**config.mk**
```make
export PLATFORM = sky130hd
export DESIGN_NAME = pc_sequencer
export DESIGN_NICKNAME = d
export VERILOG_FILES = /design/src/rtl/pc_seq_pkg.sv /design/src/rtl/sat_counter.sv /design/src/rtl/pc_sequencer.sv
export SDC_FILE = /design/constraint.sdc
export NUM_CORES = 1
export LEC_CHECK = 0
export CAP_MARGIN = 20
export CELL_PAD_IN_SITES_DETAIL_PLACEMENT = 1
export CELL_PAD_IN_SITES_GLOBAL_PLACEMENT = 1
export CORE_ASPECT_RATIO = 0.6
export CORE_MARGIN = 8
export CORE_UTILIZATION = 37
export CTS_CLUSTER_SIZE = 10
export DETAILED_ROUTE_END_ITERATION = 8
export GPL_TIMING_DRIVEN = 0
export PLACE_DENSITY_LB_ADDON = 0.12
export SYNTH_ARGS = -nofsm -noshare
export SYNTH_HDL_FRONTEND = slang
export SYNTH_HIERARCHICAL = 1
export SYNTH_SLANG_ARGS = --single-unit
export TNS_END_PERCENT = 5
```
**constraint.sdc**
```tcl
create_clock -name clk -period 7.2 [get_ports clk]
set_clock_uncertainty 0.1 [all_clocks]
set_input_delay 1.8 -clock clk [delete_from_list [all_inputs] [get_ports clk]]
set_output_delay 1.8 -clock clk [all_outputs]
set_load 0.03 [all_outputs]
```
**src/rtl/pc_seq_pkg.sv**
```systemverilog
// Package shared by the PC sequencer files.
//   pc_state_t : sequencer FSM states (BOOT, RUN, REDIRECT, HALT)
//   PC_INC     : byte increment between sequential fetches
//   ALU_*      : control codes of the datapath ALU
//   alu64      : the datapath ALU, reused for the PC+4 add so that the
//                sequential-PC adder and the execute adder stay identical.
package pc_seq_pkg;

    typedef enum logic [1:0] {
        BOOT     = 2'd0,
        RUN      = 2'd1,
        REDIRECT = 2'd2,
        HALT     = 2'd3
    } pc_state_t;

    localparam int unsigned PC_INC = 4;

    localparam logic [2:0] ALU_AND = 3'b000;
    localparam logic [2:0] ALU_OR  = 3'b001;
    localparam logic [2:0] ALU_ADD = 3'b010;
    localparam logic [2:0] ALU_SUB = 3'b110;

    function automatic logic [63:0] alu64(input logic [63:0] a,
                                          input logic [63:0] b,
                                          input logic [2:0]  cntrl);
        logic [63:0] r;
        case (cntrl)
            ALU_AND: r = a & b;
            ALU_OR:  r = a | b;
            ALU_ADD: r = a + b;
            ALU_SUB: r = a - b;
            default: r = a + b;
        endcase
        return r;
    endfunction

endpackage

```
**src/rtl/sat_counter.sv**
```systemverilog
// Saturating up-counter with synchronous clear.
//   clk     : clock, all state on posedge
//   clear_i : synchronous clear to zero (has priority over inc_i)
//   inc_i   : count up by one; holds once the count is all-ones
//   cnt_o   : current count
module sat_counter #(
    parameter int unsigned CNT_W = 32
) (
    input  logic             clk,
    input  logic             clear_i,
    input  logic             inc_i,
    output logic [CNT_W-1:0] cnt_o
);

    logic [CNT_W-1:0] cnt_q;
    logic [CNT_W-1:0] cnt_d;

    always_comb begin
        cnt_d = cnt_q;
        if (clear_i) begin
            cnt_d = '0;
        end else if (inc_i && (cnt_q != '1)) begin
            cnt_d = cnt_q + CNT_W'(1);
        end
    end

    always_ff @(posedge clk) begin
        cnt_q <= cnt_d;
    end

    assign cnt_o = cnt_q;

endmodule

```
**src/rtl/pc_sequencer.sv**
```systemverilog
// Fetch-PC sequencer for the 5-stage pipeline: PC+4, branch redirect,
// stall hold and halt.
// Optional feature macro: PC_DELAY_SLOT_EN (one architectural delay slot;
// flush_id_o is then never asserted).
//   clk           : clock, all state on posedge
//   reset         : synchronous, active-low
//   stall_i       : hazard unit hold
//   br_valid_i    : branch resolved in EX this cycle
//   br_taken_i    : resolved branch taken (qualified by br_valid_i)
//   br_target_i   : branch-target adder output
//   halt_req_i    : stop fetching
//   imem_ready_i  : instruction memory accepts the fetch
//   pc_o          : registered fetch PC
//   fetch_valid_o : pc_o is a valid fetch request
//   flush_if_o    : kill IF/ID contents (combinational, redirect cycle)
//   flush_id_o    : kill ID/EX contents (combinational, redirect cycle)
//   align_err_o   : sticky misaligned taken target
//   br_cnt_o      : saturating count of taken redirects
//   state_o       : FSM state, for debug/observation
//
// Fetch handshake: a fetch of pc_o transfers in a cycle where
// fetch_valid_o && imem_ready_i. While fetch_valid_o is high and the
// transfer has not happened, pc_o stays stable and fetch_valid_o stays high;
// only a taken branch, halt or reset may withdraw the request.
module pc_sequencer
    import pc_seq_pkg::*;
#(
    parameter int unsigned     PC_W     = 64,
    parameter logic [PC_W-1:0] RESET_PC = '0,
    parameter int unsigned     CNT_W    = 32
) (
    input  logic             clk,
    input  logic             reset,
    input  logic             stall_i,
    input  logic             br_valid_i,
    input  logic             br_taken_i,
    input  logic [PC_W-1:0]  br_target_i,
    input  logic             halt_req_i,
    input  logic             imem_ready_i,
    output logic [PC_W-1:0]  pc_o,
    output logic             fetch_valid_o,
    output logic             flush_if_o,
    output logic             flush_id_o,
    output logic             align_err_o,
    output logic [CNT_W-1:0] br_cnt_o,
    output pc_state_t        state_o
);

`ifdef PC_DELAY_SLOT_EN
    // The instruction behind the branch is architecturally executed.
    localparam logic FLUSH_ID_ON_TAKEN = 1'b0;
`else
    localparam logic FLUSH_ID_ON_TAKEN = 1'b1;
`endif

    pc_state_t       state_q, state_d;
    logic [PC_W-1:0] pc_q, pc_d;
    logic            align_err_q, align_err_d;
    logic            cnt_inc;
    logic            br_taken;
    logic            br_misaligned;
    logic [PC_W-1:0] pc_inc;

    assign br_taken      = br_valid_i & br_taken_i;
    assign br_misaligned = (br_target_i[1:0] != 2'b00);
    // Sequential PC goes through the same adder as the execute stage.
    assign pc_inc        = PC_W'(alu64(64'(pc_q), 64'(PC_INC), ALU_ADD));

    always_comb begin
        state_d       = state_q;
        pc_d          = pc_q;
        align_err_d   = align_err_q;
        cnt_inc       = 1'b0;
        fetch_valid_o = 1'b0;
        flush_if_o    = 1'b0;
        flush_id_o    = 1'b0;
        case (state_q)
            BOOT: begin
                state_d = RUN;
            end
            RUN: begin
                fetch_valid_o = 1'b1;
                if (br_taken) begin
                    // Taken branch overrides stall, memory back-pressure and halt.
                    flush_if_o = 1'b1;
                    flush_id_o = FLUSH_ID_ON_TAKEN;
                    if (br_misaligned) begin
                        align_err_d = 1'b1;
                        state_d     = HALT;
                    end else begin
                        pc_d    = br_target_i;
                        cnt_inc = 1'b1;
                        state_d = REDIRECT;
                    end
                end else if (halt_req_i) begin
                    state_d = HALT;
                end else if (stall_i || !imem_ready_i) begin
                    pc_d = pc_q;
                end else begin
                    pc_d = pc_inc;
                end
            end
            REDIRECT: begin
                // Bubble cycle; a branch here is a flushed instruction.
                state_d = halt_req_i ? HALT : RUN;
            end
            HALT: begin
                state_d = HALT;
            end
            default: begin
                state_d = BOOT;
            end
        endcase
    end

    always_ff @(posedge clk) begin
        if (!reset) begin
            state_q     <= BOOT;
            pc_q        <= RESET_PC;
            align_err_q <= 1'b0;
        end else begin
            state_q     <= state_d;
            pc_q        <= pc_d;
            align_err_q <= align_err_d;
        end
    end

    sat_counter #(
        .CNT_W(CNT_W)
    ) u_br_cnt (
        .clk    (clk),
        .clear_i(!reset),
        .inc_i  (cnt_inc),
        .cnt_o  (br_cnt_o)
    );

    assign pc_o        = pc_q;
    assign align_err_o = align_err_q;
    assign state_o     = state_q;

endmodule

```
Yosys cells after proc, flatten, opt, wreduce, memory -nomap -nowiden
Index checks and enable logic that the tools add are counted.
{ "word_totals": {"out_inout_bits": 102, "register_bits": 99, "word_cells": 37, "input_bits": 71} }
{ "classes": {"addsub": 2, "eq_ne": 8, "bitwise": 1, "muxes": 15, "n_reduce_logical": 7} }
{ "ops": {"columns": ["op", "count"], "rows": [
  ["two-way mux 64 bit", 4],
  ["adder 64 x 3 -> 64 bit (second input constant)", 1],
  ["adder 32 x 1 -> 32 bit (second input constant)", 1],
  ["!= test 32 bit (second input constant)", 1],
  ["case mux 2 bit (4 select lines)", 1],
  ["two-way mux 1 bit", 7],
  ["two-way mux 2 bit", 3],
  ["== test 2 bit (second input constant)", 2],
  ["!= test 2 bit (second input constant)", 2],
  ["AND reduction 4 bit", 1],
  ["!= test 3 bit (second input constant)", 1],
  ["AND reduction 3 bit", 1],
  ["== test 2 x 1 -> 1 bit (second input constant)", 1],
  ["logical NOT 2 bit", 1],
  ["!= test 2 x 1 -> 1 bit (second input constant)", 1],
  ["nonzero test 2 bit", 1],
  ["bitwise AND 1 bit", 1],
  ["logical AND 1 bit", 1],
  ["logical NOT 1 bit", 1],
  ["logical OR 1 bit", 1]
]} }

Longest topological paths before layout
Gate-level depths: netlist (run 1).
{ "logic_depth": {"ltp_word": 5, "ltp_mapped": 10, "mapped_depth_nobuf": 8} }

Hierarchy
Netlist (run 1), hierarchy kept.
{ "by_module_without_submodules": {"columns": ["mod", "n_inst", "seq_area_each_um2", "area_per_inst_um2", "cells_per_inst"], "rows": [
  ["pc_sequencer", 1, 1341.3, 4307.9, 595],
  ["sat_counter", 1, 640.6, 1674.1, 199]
]} }

Least setup slack after synthesis (run 1)
OpenSTA, ideal clock, no wires.
{ "synth_timing": {"kind": "input port to output port", "start": "in br_valid_i", "end": "out flush_if_o", "arrival_ps": 2959, "path_slack_ps": 2341, "required_ps": 5300, "path_buffers": 3, "stages": 5, "cell_sequence": "nand2_1 clkbuf_1 clkbuf_1 nor2_1 buf_4"} }
{ "synth_via": {"elab_chain_cells": 3} }
{ "synth_lines": {"columns": ["item", "line", "rtl"], "rows": [
  ["from (decl)", "pc_sequencer.sv:35", "input logic br_valid_i,"],
  ["bitwise AND 1 bit", "pc_sequencer.sv:64", "assign br_taken = br_valid_i & br_taken_i;"],
  ["two-way mux 1 bit (2 in series)", null, null],
  ["to (decl)", "pc_sequencer.sv:42", "output logic flush_if_o,"]
]} }
No other way between the ends.

Worst setup path after layout (run 1)
{ "layout_timing": {"start": "in br_valid_i", "end": "reg u_br_cnt.cnt_q[31] (netlist: u_br_cnt/cnt_o[31])"} }
{ "layout_via": {"elab_chain_cells": 4} }
{ "layout_lines": {"columns": ["item", "line", "rtl"], "rows": [
  ["bitwise AND 1 bit", "pc_sequencer.sv:64", null],
  ["two-way mux 1 bit", "pc_sequencer.sv:83", "if (br_taken) begin"],
  ["two-way mux 1 bit", "pc_sequencer.sv:77", "case (state_q)"],
  ["via cnt_inc", "pc_sequencer.sv:59", "logic cnt_inc;"],
  ["logical AND 1 bit", "sat_counter.sv:22", "end else if (inc_i && (cnt_q != '1)) begin"],
  ["to (signal assigned)", "sat_counter.sv:28", "cnt_q <= cnt_d;"],
  ["to (decl)", "sat_counter.sv:15", "logic [CNT_W-1:0] cnt_q;"]
]} }
The timed path passes the listed nets, and every way through them passes these cells.
A chain may end at the register's enable or synchronous reset.

==> metrics.md, run 1 <==
| Metric | Value |
|---|---|
| Outcome | `complete, no violations` |
| Yosys warns | `6` |
| Die Area | `0.0206 sq mm` |
| Period utilization | `86.2%` |
| Post-cts sizing count | `0` |
| Most frequent cells in the layout | `clkdlybuf4s50_1, dfxtp_1, nand2_1, a21oi_1, nor2_1` |
| Fmax | `161 MHz` |
| Initial DRC Count | `999` |
| Power per cell area | `156 mW/mm^2` |
| CTS tree | `done` |
| Mean Syn Cell Area | `7.53 sq um` |
| Vias in the first global route | `7274` |
| Register area share after synthesis | `33.1%` |
| Asr flop ratio synth | `0%` |
| CP max FO | `13` |
| Final Setup Violations | `0` |
| Hold_buf cts | `0` |
| First-pass GRT wire length | `44.7 mm` |
| CTS Sinks | `99` |
| RSZ-0062 raised after global routing | `false` |
| Max cap viols | `0` |
| Std cell rows | `36` |
| Total Power | `1.29 mW` |
| Core Region | `0.0160 sq mm` |
| Antenna-violating nets left | `0` |
| Synth Net Count | `867` |
| Synth Register Bits | `99` |
| Number of hold violations in the final report | `0` |
| Port Buffers | `171` |
| Cell Area, Synth | `0.00598 sq mm` |
| Htree depth | `3` |
| DRT Pass-1 Iters | `5` |
| Type of the most critical hold path | `flop to flop` |
| Mapped Cells | `794` |
| Vias/cell | `6.35` |
| IO Count | `173` |
| Crit start category | `input port` |
| Leak | `2.58 nW` |
| Slew @ Worst Pin | `1.19 ns` |
| Total grt overflow | `0` |
| HPWL Detailed | `22.5 mm` |
| Total global-route track usage | `27.8%` |
| Crit path capture type | `flop` |
| Critical path class | `input port to flop` |
| Layout cells sized above 1 | `4.28%` |
| Final nets | `1049` |
| FILL cells | `1990` |
| Antenna violations before repair | `0` |
| TritonCTS Buffers | `9` |
| Pins Over Slew Limit | `0` |
| Synth unique cells | `69` |
| Setup TNS | `0 ns` |
| Largest net degree at the start of global routing | `18` |
| Top FF cell, synth | `dfxtp_1` |
| Clock Path Buffers | `2` |
| CTS clk-pin slew, worst paths | `0.07 ns` |
| Routed WL per cell | `25.0 um` |
| Final min period | `6.21 ns` |
| Diode count | `0` |
| Post-CTS Repair Setup Buffers | `0` |
| Post-synth EDFFs | `0` |
| DRT Wirelength | `29.7 mm` |
| Die Span Y | `114 um` |
| Commonest non-fill, non-tap cell in the layout | `clkdlybuf4s50_1` |
| Die X | `180 um` |
| Initial Util | `37.3%` |
| Remaining DRCs | `0` |
| Root cell of the clock tree | `clkbuf_16` |
| Gpl congestion | `0.966` |
| Max-slew headroom | `20.4%` |
| Worst-Skew Late Latency | `0.35 ns` |
| CP Data Required Time | `7.34 ns` |
| Via count | `7555` |
| Syn-to-layout area delta | `38.3%` |
| Crit path DAT | `6.34 ns` |
| Peak VDD IR | `85.7 uV` |
sequential cells by signal, indices dropped and copies added (netlist names):
register,flops
align_err_o,1
pc_o,64
state_o,2
u_br_cnt/cnt_o,32
metrics by stage:
stage | hold WS [ns] | instances | cell area, sq um | util [%] | worst slack [ns]
6_report | 0.351 | 1190 | 8280 | 51.6 | 0.995
5_1_grt | 0.386 | 1190 | 8280 | 51.6 | 0.877
4_1_cts | 0.358 | 1190 | 8280 | 51.6 | 1.07
3_5_place_dp | 0.346 | 1174 | 7960 | 49.6 | 0.824
2_1_floorplan | 0.471 | 794 | 5980 | - | 2.34
3_3_place_gp | 0.342 | 1174 | 7960 | 49.6 | 0.877
synthesized netlist by cell type (all sizes together), types with 3 or more instances:
library cell   n  area share (%)
dfxtp         99              33
a21o           6            0.75
or4           25             3.1
nand4         36             4.0
nor3          19             1.6
and4          16             2.4
o31ai         16             2.0
xnor2          6            0.88
a22oi         14             1.8
mux2           3            0.56
nand2         72             4.5
inv           10            0.63
a21oi         72             6.0
and2           7            0.73
clkbuf        45             2.8
nor4          16             2.1
o21ai         41             3.4
o311ai         3            0.44
nor2b          4            0.42
nor2          67             4.2
o21a           5            0.63
o31a           5            0.73
or3           19             2.1
a211oi         4            0.50
a22o           7             1.0
nand3         62             5.3
mux2i          3            0.50
nand2b         4            0.42
nor3b          4            0.50
a31oi         15             1.6
buf            9            0.75
o211ai        12             1.5
o22ai          8            0.84
and3          31             3.4
critical path: stages:
cell,delay [ns]
clkdlybuf4s50_1,0.50
nand2_1,0.08
or4_1,0.39
clkbuf_1,0.24
inv_1,0.16
clkbuf_1,0.90
nand4_1,0.67
nor4_2,0.73
nand4_1,0.18
nor4_1,0.31
mux2_2,0.38
cells by family (layout without fill, tap and decap cells):
logic type	Yosys count	after routing	synth area share (%)
XOR/XNOR	7	7	1.02
adder cells (fa/ha/maj)	2	2	0.418
flip-flops	99	99	33.1
AND/OR/NAND/NOR	387	387	35.4
AO/OA/AOI/OAI	229	229	24.8
buffers and inverters	64	251	4.23
multiplexers	6	6	1.07
cell type report:
cell class | instances | area, sq um | area share [%]
Clock buffer | 11 | 253 | 3.05
Timing Repair Buffer | 171 | 1710 | 20.7
Buffer | 54 | 215 | 2.60
Tap cell | 209 | 262 | 3.16
Sequential cell | 99 | 1980 | 23.9
Clock inverter | 5 | 67.6 | 0.816
Multi-Input combinational cell | 631 | 3750 | 45.3
Inverter | 10 | 37.5 | 0.454
power by group:
group | total, mW | switching, mW | leakage, nW | internal [mW]
clock network | 0.538 | 0.243 | 0.159 | 0.295
logic | 0.180 | 0.106 | 1.62 | 0.0746
registers | 0.575 | 0.0183 | 0.800 | 0.557
path summary, 6_finish.rpt:
check                           start                              end  slack (ns)  depth (start not counted)
max                        br_valid_i  u_br_cnt/cnt_o[31]$_SDFFE_PP0P_        0.99                         11
min          align_err_o$_SDFFE_PN0P_         align_err_o$_SDFFE_PN0P_        0.35                          2
max reg2reg   state_o[1]$_SDFFE_PN0P_  u_br_cnt/cnt_o[31]$_SDFFE_PP0P_        2.39                         10
min reg2reg  align_err_o$_SDFFE_PN0P_         align_err_o$_SDFFE_PN0P_        0.35                          2
layer usage:
layer	routed length (um)	track usage [%]	up-vias
met5	0	0	-
met1	14600	42.0	3645
li1	-	-	3418
met3	3570	9.54	40
met2	11200	36.3	452
met4	358	5.98	0
Note: power is estimated with default switching activity, not from simulation.
==> run 2: changes to the inputs <==
Settings changed: CAP_MARGIN 20 to not set, SETUP_SLACK_MARGIN set to 0.1.
==> results of run 2 <==
Final layout, timing and power as in run 1 (identical DEF).
==> run 3: changes to the inputs <==
Settings changed: PLACE_DENSITY_LB_ADDON 0.12 to 0.1.
==> run 3 against run 2 <==
Effect of this change:
- via count rose by 0.71%
- clock-buffer cell count fell by 2
- largest cell class unchanged
- sequential power barely moved
- sequential share of layout area rose by 0.065 points
- worst setup slack got worse by 0.078 ns
- final cell count did not move
- wire length fell by 0.75%
- critical path type is now input port to output pin
- final area fell by 0.27%
- flip-flop and latch count did not move
- global-route usage fell by 0.16 points
==> metrics.md, run 3 (synthesis results as in run 1) <==
| Metric | Value |
|---|---|
| Initial DRC Count | `865 (-13%)` |
| Max cap viols | `0 (unchanged)` |
| Gpl congestion | `0.954 (-1.2%)` |
| Slowest CP cell | `clkbuf_1` |
| Commonest non-fill, non-tap cell in the layout | `clkdlybuf4s50_1` |
| Remaining DRCs | `0 (unchanged)` |
| Vias/cell | `6.39 (+0.71%)` |
| Final min period | `6.28 ns (+0.0776 ns)` |
| Outcome | `complete, no violations` |
| Worst-Skew Late Latency | `0.37 ns (+0.02 ns)` |
| Power per cell area | `153 mW/mm^2 (-2.2%)` |
| CTS Sinks | `99 (unchanged)` |
| Max-slew headroom | `19.8% (-0.57 points)` |
| Fmax | `159 MHz (-1.2%)` |
| IO Count | `173 (unchanged)` |
| Total Power | `1.26 mW (-2.4%)` |
| First-pass GRT wire length | `44.4 mm (-0.71%)` |
| Critical path class | `input port to output pin` |
| Clock Path Buffers | `2 (unchanged)` |
| Largest net degree at the start of global routing | `20 (+2)` |
| Max layer used | `met5` |
| Vias in the first global route | `7309 (+0.48%)` |
| Die Area | `0.0206 sq mm (unchanged)` |
| Pre-CTS WS | `0.829 ns (+0.00552 ns)` |
| Root cell of the clock tree | `clkbuf_16` |
| Layout Cells excl Fill | `1190 (unchanged)` |
| Antenna violations before repair | `0 (unchanged)` |
| Crit path max-delay family | `buffers and inverters` |
| TritonCTS Buffers | `9 (unchanged)` |
| Period utilization | `87.3% (+1.1 points)` |
| Post-CTS Repair Setup Buffers | `0 (unchanged)` |
| DRT Wirelength | `29.5 mm (-0.75%)` |
| CP Cell Sequence | `clkdlybuf4s50_1 -> nand2_1 -> clkbuf_1 -> clkbuf_1 -> nor2_1 -> buf_4 -> clkdlybuf4s50_1` |
| Diode count | `0 (unchanged)` |
| Total grt overflow | `0 (unchanged)` |
| CTS clk-pin slew, worst paths | `0.08 ns (about the same)` |
| Slowest stage delay, CP | `0.67 ns (-0.23 ns)` |
| Pins Over Slew Limit | `0 (unchanged)` |
| Initial Util | `37.3% (unchanged)` |
| Met2 WL | `11.2 mm (+0.38%)` |
| Placed cell count | `1174 (unchanged)` |
| DRT Pass-1 Iters | `5 (unchanged)` |
| CTS tree | `done` |
| Hold_buf cts | `0 (unchanged)` |
| Leak | `2.57 nW (-0.61%)` |
| Crit path capture type | `output pin` |
| CP Data Required Time | `5.30 ns (-2.04 ns)` |
| Core Region | `0.0160 sq mm (unchanged)` |
| Post-cts sizing count | `0 (unchanged)` |
| Port Buffers | `171 (unchanged)` |
| Most frequent cells in the layout | `clkdlybuf4s50_1, dfxtp_1, nand2_1, a21oi_1, nor2_1` |
| Htree depth | `3 (unchanged)` |
| HPWL Detailed | `22.4 mm (-0.38%)` |
| Fin worst setup slack | `0.917 ns (-0.0776 ns)` |
| Syn-to-layout area delta | `38.0%` |
| R2R cell count | `10 (unchanged)` |
| Die Span Y | `114 um (unchanged)` |
| Final Cell Area | `0.00825 sq mm (-0.27%)` |
| Antenna-violating nets left | `0 (unchanged)` |
| RSZ-0062 raised after global routing | `false` |
| Via count | `7609 (+0.71%)` |
| Wire length on met3 | `3.65 mm (+2.2%)` |
| Crit path DAT | `4.38 ns (-1.96 ns)` |
| Final nets | `1049 (unchanged)` |
| Met1 Routed Length | `14.0 mm (-3.9%)` |
| Largest register FFs | `64 (unchanged)` |
| Layout cells sized above 1 | `4.28% (unchanged)` |
| Crit path buf inv count | `5 (+1)` |
| Crit start category | `input port` |
| Final Setup Violations | `0 (unchanged)` |
| Total global-route track usage | `27.7% (-0.16 points)` |
| Hold Path Cell Cnt | `2 (unchanged)` |
| Die X | `180 um (unchanged)` |
| Type of the most critical hold path | `flop to flop` |
| Routed WL per cell | `24.8 um (-0.75%)` |
| Setup TNS | `0 ns (unchanged)` |
| Slew @ Worst Pin | `1.20 ns (+0.00853 ns)` |
| WP depth | `7 (-4)` |
| Std cell rows | `36 (unchanged)` |
| Number of hold violations in the final report | `0 (unchanged)` |
| Placed Area | `0.00796 sq mm (unchanged)` |
| Peak VDD IR | `106 uV (+24%)` |
| CP max FO | `10 (-3)` |
## run 3: changes by cell type in the layout (fill, tap and decap cells not counted), sizes merged
| cell | change |
|---|---|
| bufinv | -1 |
| clkinvlp | +1 |
| clkbuf | -2 |
| clkinv | +2 |
## run 3: worst register-to-register path: stages (launching register included)
cell      delay (ns)
dfxtp_1         0.34
nand2b_1        0.22
or4_1           0.49
clkbuf_1        0.27
inv_1           0.18
clkbuf_1        0.91
nand4_1         0.71
nor4_2          0.71
nand4_1         0.16
nor4_1          0.30
mux2_2          0.37
## run 3: through the flow
step                      utilization [%]  hold slack [ns]
final                                51.5            0.360
after global routing                 51.5            0.394
after CTS                            51.5            0.361
after detailed placement             49.6            0.349
after global placement               49.6            0.342
after floorplan                         -            0.471
## run 3: cell type report
class                   count  area [sq um]
well taps                 209           262
inverters                  10          37.5
plain buffers              54           215
fillers                  2010          7780
clock buffers               9           225
flip-flops and latches     99          1980
repair buffers            171          1710
multi-input cells         631          3750
clock inverters             7          72.6
## run 3: layer usage
layer / global-route usage [%] / up-vias
met3: 11.3 / 55
met4: 7.40 / 3
met1: 39.9 / 3675
li1: - / 3420
met5: 1.99 / -
met2: 36.2 / 456
## run 3: path summary, 6_finish.rpt
path,from,end,slack (ns)
worst max-delay path,br_taken_i,flush_if_o,0.92
worst min-delay path,align_err_o$_SDFFE_PN0P_,align_err_o$_SDFFE_PN0P_,0.36
worst max register to register,state_o[1]$_SDFFE_PN0P_,u_br_cnt/cnt_o[31]$_SDFFE_PP0P_,2.35
worst min register to register,align_err_o$_SDFFE_PN0P_,align_err_o$_SDFFE_PN0P_,0.36
## run 3: report_power, final
part	switching (mW)	internal, mW
combinational	0.105	0.0745
sequential	0.0179	0.557
clock	0.262	0.246
==> RTL change, RTL diff (config.mk and constraints of run 1) <==
`CNT_W` is set to 32 in 2 places; all go to 48.
--- a/src/rtl/sat_counter.sv
+++ b/src/rtl/sat_counter.sv
@@ -6,3 +6,3 @@
 module sat_counter #(
-    parameter int unsigned CNT_W = 32
+    parameter int unsigned CNT_W = 48
 ) (
--- a/src/rtl/pc_sequencer.sv
+++ b/src/rtl/pc_sequencer.sv
@@ -29,3 +29,3 @@
     parameter logic [PC_W-1:0] RESET_PC = '0,
-    parameter int unsigned     CNT_W    = 32
+    parameter int unsigned     CNT_W    = 48
 ) (
Ports: changed (resized br_cnt_o); port bits go from 173 to 189. No check against the original RTL was run, so the function may have changed too.
==> RTL change against run 1 <==
Worst hold slack got worse by 0.0036 ns. Total power is 35% higher. Non-clock buffer count increased by 17. Cell area grew 16%. Die area grew 12%. Core utilization up 1.6 points. Wire length up 14%. Register-to-register slack worse by 0.03 ns. Synthesized area increased by 14%. Setup slack worse by 0.26 ns. Sequential cell count increased by 16. Count of clock-buffer cells in the layout is 7 higher. Critical endpoint is now flush_if_o. Largest power group is now clock. Highest routed layer unchanged.
==> RTL change: results (changes against run 1) <==
Parameter                              Value

Drt
  DR vias    8701 (was 7555)
  Initial DRT Pass Iterations    6 (was 5)
  Per-cell routed wire length    24.93 um (was 24.98 um)
  Violation count after the first detailed-route iteration    923 (was 999)
  Detailed-route vias per instance    6.393 (was 6.349)

Synthesis
  Top cells by area, synth    dfxtp_1, nor2_1, nand2_1 (was dfxtp_1, a21oi_1, nand3_1)
  Cells after synthesis    902 (was 794)
  Sequential fraction of the synthesis area    0.3374 (was 0.3313)
  Cell variety after synth    67 (was 69)
  Mapped Nets    975 (was 867)

CTS
  Num CTS Buffers    17 (was 9)
  Clk Latency, worst-skew pair    0.42 ns (was 0.35 ns)
  Number of H-tree branching levels    4 (was 3)

Critical path
  Largest delay share family, worst path    buffers and inverters (was simple AND/OR/NAND/NOR gates)
  Worst path max stage delay    0.66 ns (was 0.90 ns)
  Arrival time reported for the critical path endpoint    4.56 ns (was 6.34 ns)
  Critical path peak fanout    10 (was 13)

Finish
  Growth of design area from synthesis to finish    40.74% (was 38.34%)
  Nets    1181 (was 1049)
  Fill count    2247 (was 1990)
  Max reg flops    64 (unchanged)

Placement
  Final Wtd Congestion    0.9427 (was 0.9658)
  Number of port buffers    187 (was 171)
  Cell total after placement    1329 (was 1174)
  Total half-perimeter wirelength after legalization and detailed placement    25430 um (was 22450 um)

Run status
  Status    finished clean (unchanged)

Global routing
  Global-route total usage across every layer    0.2848 (was 0.2782)
  Maximum number of pins on one net before global-route repair    17 (was 18)
  Number of global-route vias before repair    8365 (was 7274)
  Global-route wire length before repair    51230 um (was 44740 um)

Power
  Highest ir drop seen on vdd    0.1728 mV (was 0.08569 mV)
  Leakage power    0.003119 uW (was 0.002581 uW)
RTL change: report_power, final:
group	total [uW]	switching (uW)	internal [uW]
clock	898	349	548
combinational	183	109	74.8
sequential	665	18.2	646
total	1750	476	1270
RTL change: cell families after synthesis:
| logic type | synth area share |
|---|---|
| buffers and inverters | 0.03887 |
| adders and majority gates | 0.003666 |
| muxes | 0.01595 |
| and+or+nand+nor | 0.3585 |
| xor gates and xnor gates | 0.03209 |
| AOI/OAI and AO/OA | 0.2136 |
| DFF | 0.3374 |
RTL change: worst paths after layout:
check        slack [ns]  cells past startpoint        start                 end
min reg2reg        0.35                      2  align_err_o         align_err_o
max reg2reg        2.36                     12   state_o[1]  u_br_cnt/cnt_o[41]
min                0.35                      2  align_err_o         align_err_o
max                0.74                      7   br_valid_i          flush_if_o
RTL change: layout make-up:
type | count | area (um2) | area share
well taps | 240 | 300.3 | 0.03127
repair buffers | 187 | 1872 | 0.1949
clock inverters | 14 | 178.9 | 0.01863
multi-input cells | 721 | 4257 | 0.4432
clock buffers | 18 | 429.2 | 0.04468
flip-flops and latches | 115 | 2302 | 0.2397
inverters | 11 | 41.29 | 0.004299
plain buffers | 55 | 224.0 | 0.02332
RTL change: per-layer routing:
metal,vias up,share of wire,global-route usage
met3,46,0.12,0.07865
met2,538,0.38,0.3740
met1,4287,0.48,0.4374
met5,-,0,0
li1,3830,-,-
met4,0,0.018,0.07423
RTL change: metrics by stage:
step                      instance area, um2  power [uW]  setup slack [ns]
final                                   9604        1746            0.7393
after global routing                    9604        1788            0.7458
after CTS                               9604        1742            0.8432
after detailed placement                8996       856.0            0.8477
after global placement                  8996       854.2            0.8688
after floorplan                         6824       751.4             2.341
RTL change: worst register-to-register path, delay by kind of cell (launching register included):
family          cells  cell delay, ns
simple gates        5            1.66
compound gates      1            0.30
mux                 1            0.38
buf+inv             5            1.97
flops               1            0.34
